### config.mk
export PLATFORM = sky130hd
export DESIGN_NAME = gzip_output_packer
export DESIGN_NICKNAME = d
export VERILOG_FILES = /design/src/rtl/gzip_output_packer.sv
export SDC_FILE = /design/constraint.sdc
export NUM_CORES = 2
export LEC_CHECK = 0
export BUFFER_PORTS_ARGS = -buffer_cell sky130_fd_sc_hd__buf_2
export CORE_MARGIN = 1.5
export CORE_UTILIZATION = 40
export DETAILED_ROUTE_END_ITERATION = 12
export HOLD_SLACK_MARGIN = 0.08
export SLEW_MARGIN = 20
export SYNTH_ARGS = -nofsm -noshare
export SYNTH_HDL_FRONTEND = slang
export SYNTH_SLANG_ARGS = --single-unit
### constraint.sdc
create_clock -name clk -period 80.4 [get_ports clk]
set_clock_uncertainty 0.1 [all_clocks]
set_input_delay 8.04 -clock clk [delete_from_list [all_inputs] [get_ports clk]]
set_output_delay 8.04 -clock clk [all_outputs]
set_load 0.05 [all_outputs]
### src/rtl/gzip_output_packer.sv
// Compacts a narrow, low-aligned compressed byte stream into full OUT_W-bit words.
// Each frame closes on one tlast word; the frame byte count is reported alongside it.
module gzip_output_packer #(
  parameter int unsigned IN_W  = 64,
  parameter int unsigned OUT_W = 512,
  parameter int unsigned LEN_W = 32
) (
  input  logic                 clk,
  input  logic                 rst,
  input  logic [IN_W-1:0]      s_tdata,
  input  logic [IN_W/8-1:0]    s_tkeep,
  input  logic                 s_tlast,
  input  logic                 s_tvalid,
  output logic                 s_tready,
  output logic [OUT_W-1:0]     m_tdata,
  output logic [OUT_W/8-1:0]   m_tkeep,
  output logic                 m_tlast,
  output logic                 m_tvalid,
  input  logic                 m_tready,
  output logic [LEN_W-1:0]     frame_len,
  output logic                 frame_len_vld,
  output logic                 err
);

  localparam int unsigned IB = IN_W / 8;
  localparam int unsigned OB = OUT_W / 8;
  localparam int unsigned WB = OB + IB;
  localparam int unsigned FW = $clog2(OB);
  localparam int unsigned NW = $clog2(IB + 1);
  localparam int unsigned TW = $clog2(WB + 1);
  localparam int unsigned SW = FW + 3;

  typedef enum logic {
    RUN,
    FLUSH
  } state_t;

  state_t           state;
  logic [OUT_W-1:0] acc;
  logic [FW-1:0]    fill;
  logic [LEN_W-1:0] cnt;

  logic             slot_free;
  logic             accept;
  logic [NW-1:0]    n;
  logic [IB-1:0]    nmask;
  logic [WB*8-1:0]  in_wide;
  logic [WB*8-1:0]  comb_w;
  logic [TW-1:0]    t;
  logic             full;
  logic [FW-1:0]    left;
  logic [OB-1:0]    keep_t;
  logic [OB-1:0]    keep_f;

  assign slot_free     = !m_tvalid || m_tready;
  assign s_tready      = !rst && (state == RUN) && slot_free;
  assign accept        = s_tvalid && s_tready;
  assign frame_len_vld = m_tvalid && m_tready && m_tlast;

  // Merge the incoming beat above the bytes already held; acc bytes at or above fill are always zero.
  always_comb begin
    n       = '0;
    nmask   = '0;
    in_wide = '0;
    keep_t  = '0;
    keep_f  = '0;
    for (int i = 0; i < IB; i++) begin
      n = n + NW'(s_tkeep[i]);
    end
    for (int i = 0; i < IB; i++) begin
      nmask[i] = (NW'(i) < n);
      if (nmask[i]) begin
        in_wide[i*8 +: 8] = s_tdata[i*8 +: 8];
      end
    end
    comb_w = {IN_W'(0), acc} | (in_wide << SW'({fill, 3'b000}));
    t      = TW'(fill) + TW'(n);
    full   = (t >= TW'(OB));
    left   = full ? FW'(t - TW'(OB)) : '0;
    for (int i = 0; i < OB; i++) begin
      keep_t[i] = (TW'(i) < t);
      keep_f[i] = (FW'(i) < fill);
    end
  end

  // frame_len is captured when the closing word enters the slot, so it is valid on its handshake.
  always_ff @(posedge clk or posedge rst) begin
    if (rst) begin
      state     <= RUN;
      acc       <= '0;
      fill      <= '0;
      cnt       <= '0;
      m_tdata   <= '0;
      m_tkeep   <= '0;
      m_tlast   <= 1'b0;
      m_tvalid  <= 1'b0;
      frame_len <= '0;
      err       <= 1'b0;
    end else begin
      if (m_tvalid && m_tready) begin
        m_tvalid <= 1'b0;
      end
      if (accept && (s_tkeep != nmask)) begin
        err <= 1'b1;
      end
      case (state)
        RUN: begin
          if (accept) begin
            if (full) begin
              m_tdata  <= comb_w[OUT_W-1:0];
              m_tkeep  <= '1;
              m_tlast  <= s_tlast && (left == '0);
              m_tvalid <= 1'b1;
              acc      <= OUT_W'(comb_w[WB*8-1:OUT_W]);
              fill     <= left;
              if (s_tlast && (left == '0)) begin
                frame_len <= cnt + LEN_W'(n);
                cnt       <= '0;
              end else begin
                cnt <= cnt + LEN_W'(n);
              end
              if (s_tlast && (left != '0)) begin
                state <= FLUSH;
              end
            end else if (s_tlast) begin
              m_tdata   <= comb_w[OUT_W-1:0];
              m_tkeep   <= keep_t;
              m_tlast   <= 1'b1;
              m_tvalid  <= 1'b1;
              acc       <= '0;
              fill      <= '0;
              frame_len <= cnt + LEN_W'(n);
              cnt       <= '0;
            end else begin
              acc  <= comb_w[OUT_W-1:0];
              fill <= FW'(t);
              cnt  <= cnt + LEN_W'(n);
            end
          end
        end
        FLUSH: begin
          if (slot_free) begin
            m_tdata   <= acc;
            m_tkeep   <= keep_f;
            m_tlast   <= 1'b1;
            m_tvalid  <= 1'b1;
            acc       <= '0;
            fill      <= '0;
            frame_len <= cnt;
            cnt       <= '0;
            state     <= RUN;
          end
        end
        default: state <= RUN;
      endcase
    end
  end

endmodule
==> results.md <==
- CP max FO: 8
- Layout cell share with drive strength beyond 1: 0.191
- Inserted Clock Buffers: 130
- FF-to-FF Start: fill[0]
- Core Area: 136000 sq um
- HPWL after DPL: 177000 microns
- Storage element area: 29100 sq um
- DR iter-0 viols: 6289
- CP Buf/Inv Count: 2
- Full die area: 140000 sq um
- Final GP Congestion: 1.03
- Critical Path AT: 9.07 ns
- Synth warn: 0
- P&R area growth vs syn: 18.4%
- Syn Inst Count: 5926
- Global-route wire length before repair: 363000 microns
- Worst EP required: 72.26 ns
- Crit path max-delay family: simple AND/OR/NAND/NOR gates
- Initial Util: 0.405
- Slew @ Worst Pin: 1.27 ns
- Slowest cell on the critical path: nor2b_1
- EDFF count, synth: 0
- Endpoints failing hold: 0
- Fin util: 0.479
- Post_cts resized: 0
- Final wirelength: 254000 microns
- Postcts setup bufs: 0
- Hold Startpoint: m_tdata[11]
- Remaining Overflow, GRT: 0
- Most frequent CP cell: buf_2
- Post-synth cell types: 79
- Status: finished with violations
- Largest net degree at the start of global routing: 258
- Net Count, Synth: 6021
- Area of the multi-input gates: 24100 sq um
- I/O pin count: 690
- Std-Cell Rows: 135
- Initial antenna violation count: 20
- Post-route ant nets: 0
- Register area share after synthesis: 0.528
- Share of the synthesized area in the top cell type: 0.528
- I/O Buffers: 689
- Vias in the first global route: 49700
- Worst setup margin: 63.19 ns
- Clock transition at path regs: 0.06 ns
- Violated checks: DRC
- Worst-path cell chain: buf_2, nor2b_1, nor3_1, buf_2
- CP startpoint: m_tready
- Wire per inst: 30.4 microns
- Seq cells post-synth: 1162
- R2r setup slk: 74.41 ns
- Setup TNS: 0 ns
- Overall power: 0.00237 W
- # H-tree levels: 4
- Post-synth top cells: 1162 x dfrtp_1, 910 x nor2_1, 676 x nand2_1, 630 x o21ai_0, 417 x clkbuf_1
- Slew HR: 0.154
- Cts hold-fix bufs: 0
- Clock sink total: 1162
- Leak Pwr: 29.9 nW
- Primary FF master, synth: dfrtp_1
- Hold Path Sink: m_tdata[11]
- Max_cap viols: 0
- Setup crit end kind: primary output
- Post-Syn Area per Cell: 9.29 sq um
- RSZ-0062 raised after global routing: false
- Die width: 374 microns
- Crit path time final: 17.21 ns
- Crit Reg-Reg Endpoint: acc[161]
- Ys async rst share: 1.00
- Hold_ws: 0.376 ns
- Final setup vio count: 0
- Synth area leader: dfrtp_1
- Root Buffer: clkbuf_16
- Crit-path max cell delay: 0.59 ns
- CTS tree: yes
- Final #Nets: 6560
- Top cells by area, synth: dfrtp_1 53%, nor2_1 6.2%, o21ai_0 5.7%
- CP Launch Type: primary input
- Skew-Pair Late Insertion Delay: 0.81 ns
- Vias after detailed routing: 52500
- Worst r2r path cells: 11
- Place WS: 63.20 ns
- PwrDens: 36.4 nW/um^2
- Post-route DRC: 1
- Drt first pass iters: 13
- Fmax: 58.1 MHz
- Top-count cell post-synth: dfrtp_1
- Die Y: 374 microns
- Hold depth: 2
- CTS max path bufs: 3
- DR vias/cell: 6.28
- Max Slew Vio Count: 0
- Critical path type: primary input to primary output
- Fin crit share: 0.214
- Min-delay worst type: flip-flop to flip-flop
- VDD IR max: 0.0288 mV
- Layout fillers: 13000
- Tot GR Track Use: 0.355
- Mapped cell area: 55100 sq um
## worst min-delay path: cells and delay by family (launching register included)
kind,cells,cell delay (ns)
compound gates,1,0.06
flops,1,0.34
simple gates,1,0.04
## report_power, final
group          internal, W  switching (W)  leakage [nW]
registers         0.000682      0.0000781          15.2
clock network     0.000352       0.000254          2.12
logic             0.000221       0.000788          12.5
total              0.00126        0.00112          29.9
## cell usage in the layout (no fill, tap or decap), types with 18 or more instances in the layout
cell type,instances
nand4_1,39
o221ai_1,120
nand2b_1,24
clkbuf_8,29
o2111ai_1,18
dfrtp_1,1158
mux2i_1,171
a211oi_1,48
a221o_1,24
o32a_1,25
clkbuf_16,132
mux2_2,64
buf_4,181
a21oi_1,235
o22ai_1,362
nand3_1,116
o2bb2ai_1,23
a222oi_1,40
nor2_1,904
o32ai_1,31
o21ai_0,629
and3_1,23
buf_2,693
inv_1,80
nor4_1,20
o211ai_1,33
a22o_1,19
clkbuf_1,37
xnor2_1,26
and2_1,27
a221oi_1,25
nor3_1,63
nand2_1,669
a31oi_1,43
or3_1,40
## registers in the layout, summed over array words and instances, names as in the netlist
| signal | cells |
|---|---|
| acc | 512 |
| cnt | 32 |
| err | 1 |
| fill | 6 |
| frame_len | 32 |
| m_tdata | 512 |
| m_tkeep | 64 |
| m_tlast | 1 |
| m_tvalid | 1 |
| state | 1 |
## how the worst max path moves through the flow
| stage | to | slack, ns | cells after the start |
|---|---|---|---|
| after floorplan | acc[0] | 39.53 | 1 |
| after global placement | s_tready | 63.19 | 4 |
| after detailed placement | s_tready | 63.20 | 4 |
| after CTS | s_tready | 63.19 | 4 |
| after global routing | s_tready | 63.13 | 4 |
| final | s_tready | 63.19 | 4 |
## layout make-up
| class | count | share of cell area |
|---|---|---|
| flip-flops and latches | 1162 | 0.446 |
| repair buffers | 884 | 0.0766 |
| inverters | 86 | 0.00507 |
| diodes | 17 | 0.000653 |
| clock inverters | 33 | 0.00795 |
| multi-input cells | 4201 | 0.370 |
| well taps | 1781 | 0.0342 |
| clock buffers | 198 | 0.0589 |
## layer usage
layer | up-vias | share of wire | track usage
met5 | - | 0.00013 | 0
met4 | 8 | 0.069 | 0.215
met3 | 692 | 0.11 | 0.109
met2 | 2950 | 0.42 | 0.509
met1 | 26200 | 0.40 | 0.468
li1 | 22600 | - | -
## cell families (layout without fill, tap and decap cells)
family / count (synthesis) / after routing / share of synthesized area
compound gates: 1911 / 1911 / 0.226
xor+xnor: 37 / 37 / 0.00602
fa+ha+maj: 18 / 18 / 0.00491
buf+inv: 563 / 1201 / 0.0387
flops: 1162 / 1162 / 0.528
mux: 237 / 237 / 0.0445
other cells: 0 / 17 / 0
simple gates: 1998 / 1998 / 0.151
## per-stage QoR
| stage | instances | instance area [sq um] |
|---|---|---|
| after floorplan | 5926 | 55100 |
| after global placement | 8105 | 60700 |
| after detailed placement | 8110 | 60700 |
| after CTS | 8341 | 65100 |
| after global routing | 8348 | 65200 |
| final | 8362 | 65200 |
Note: power is estimated with default switching activity, not from simulation.
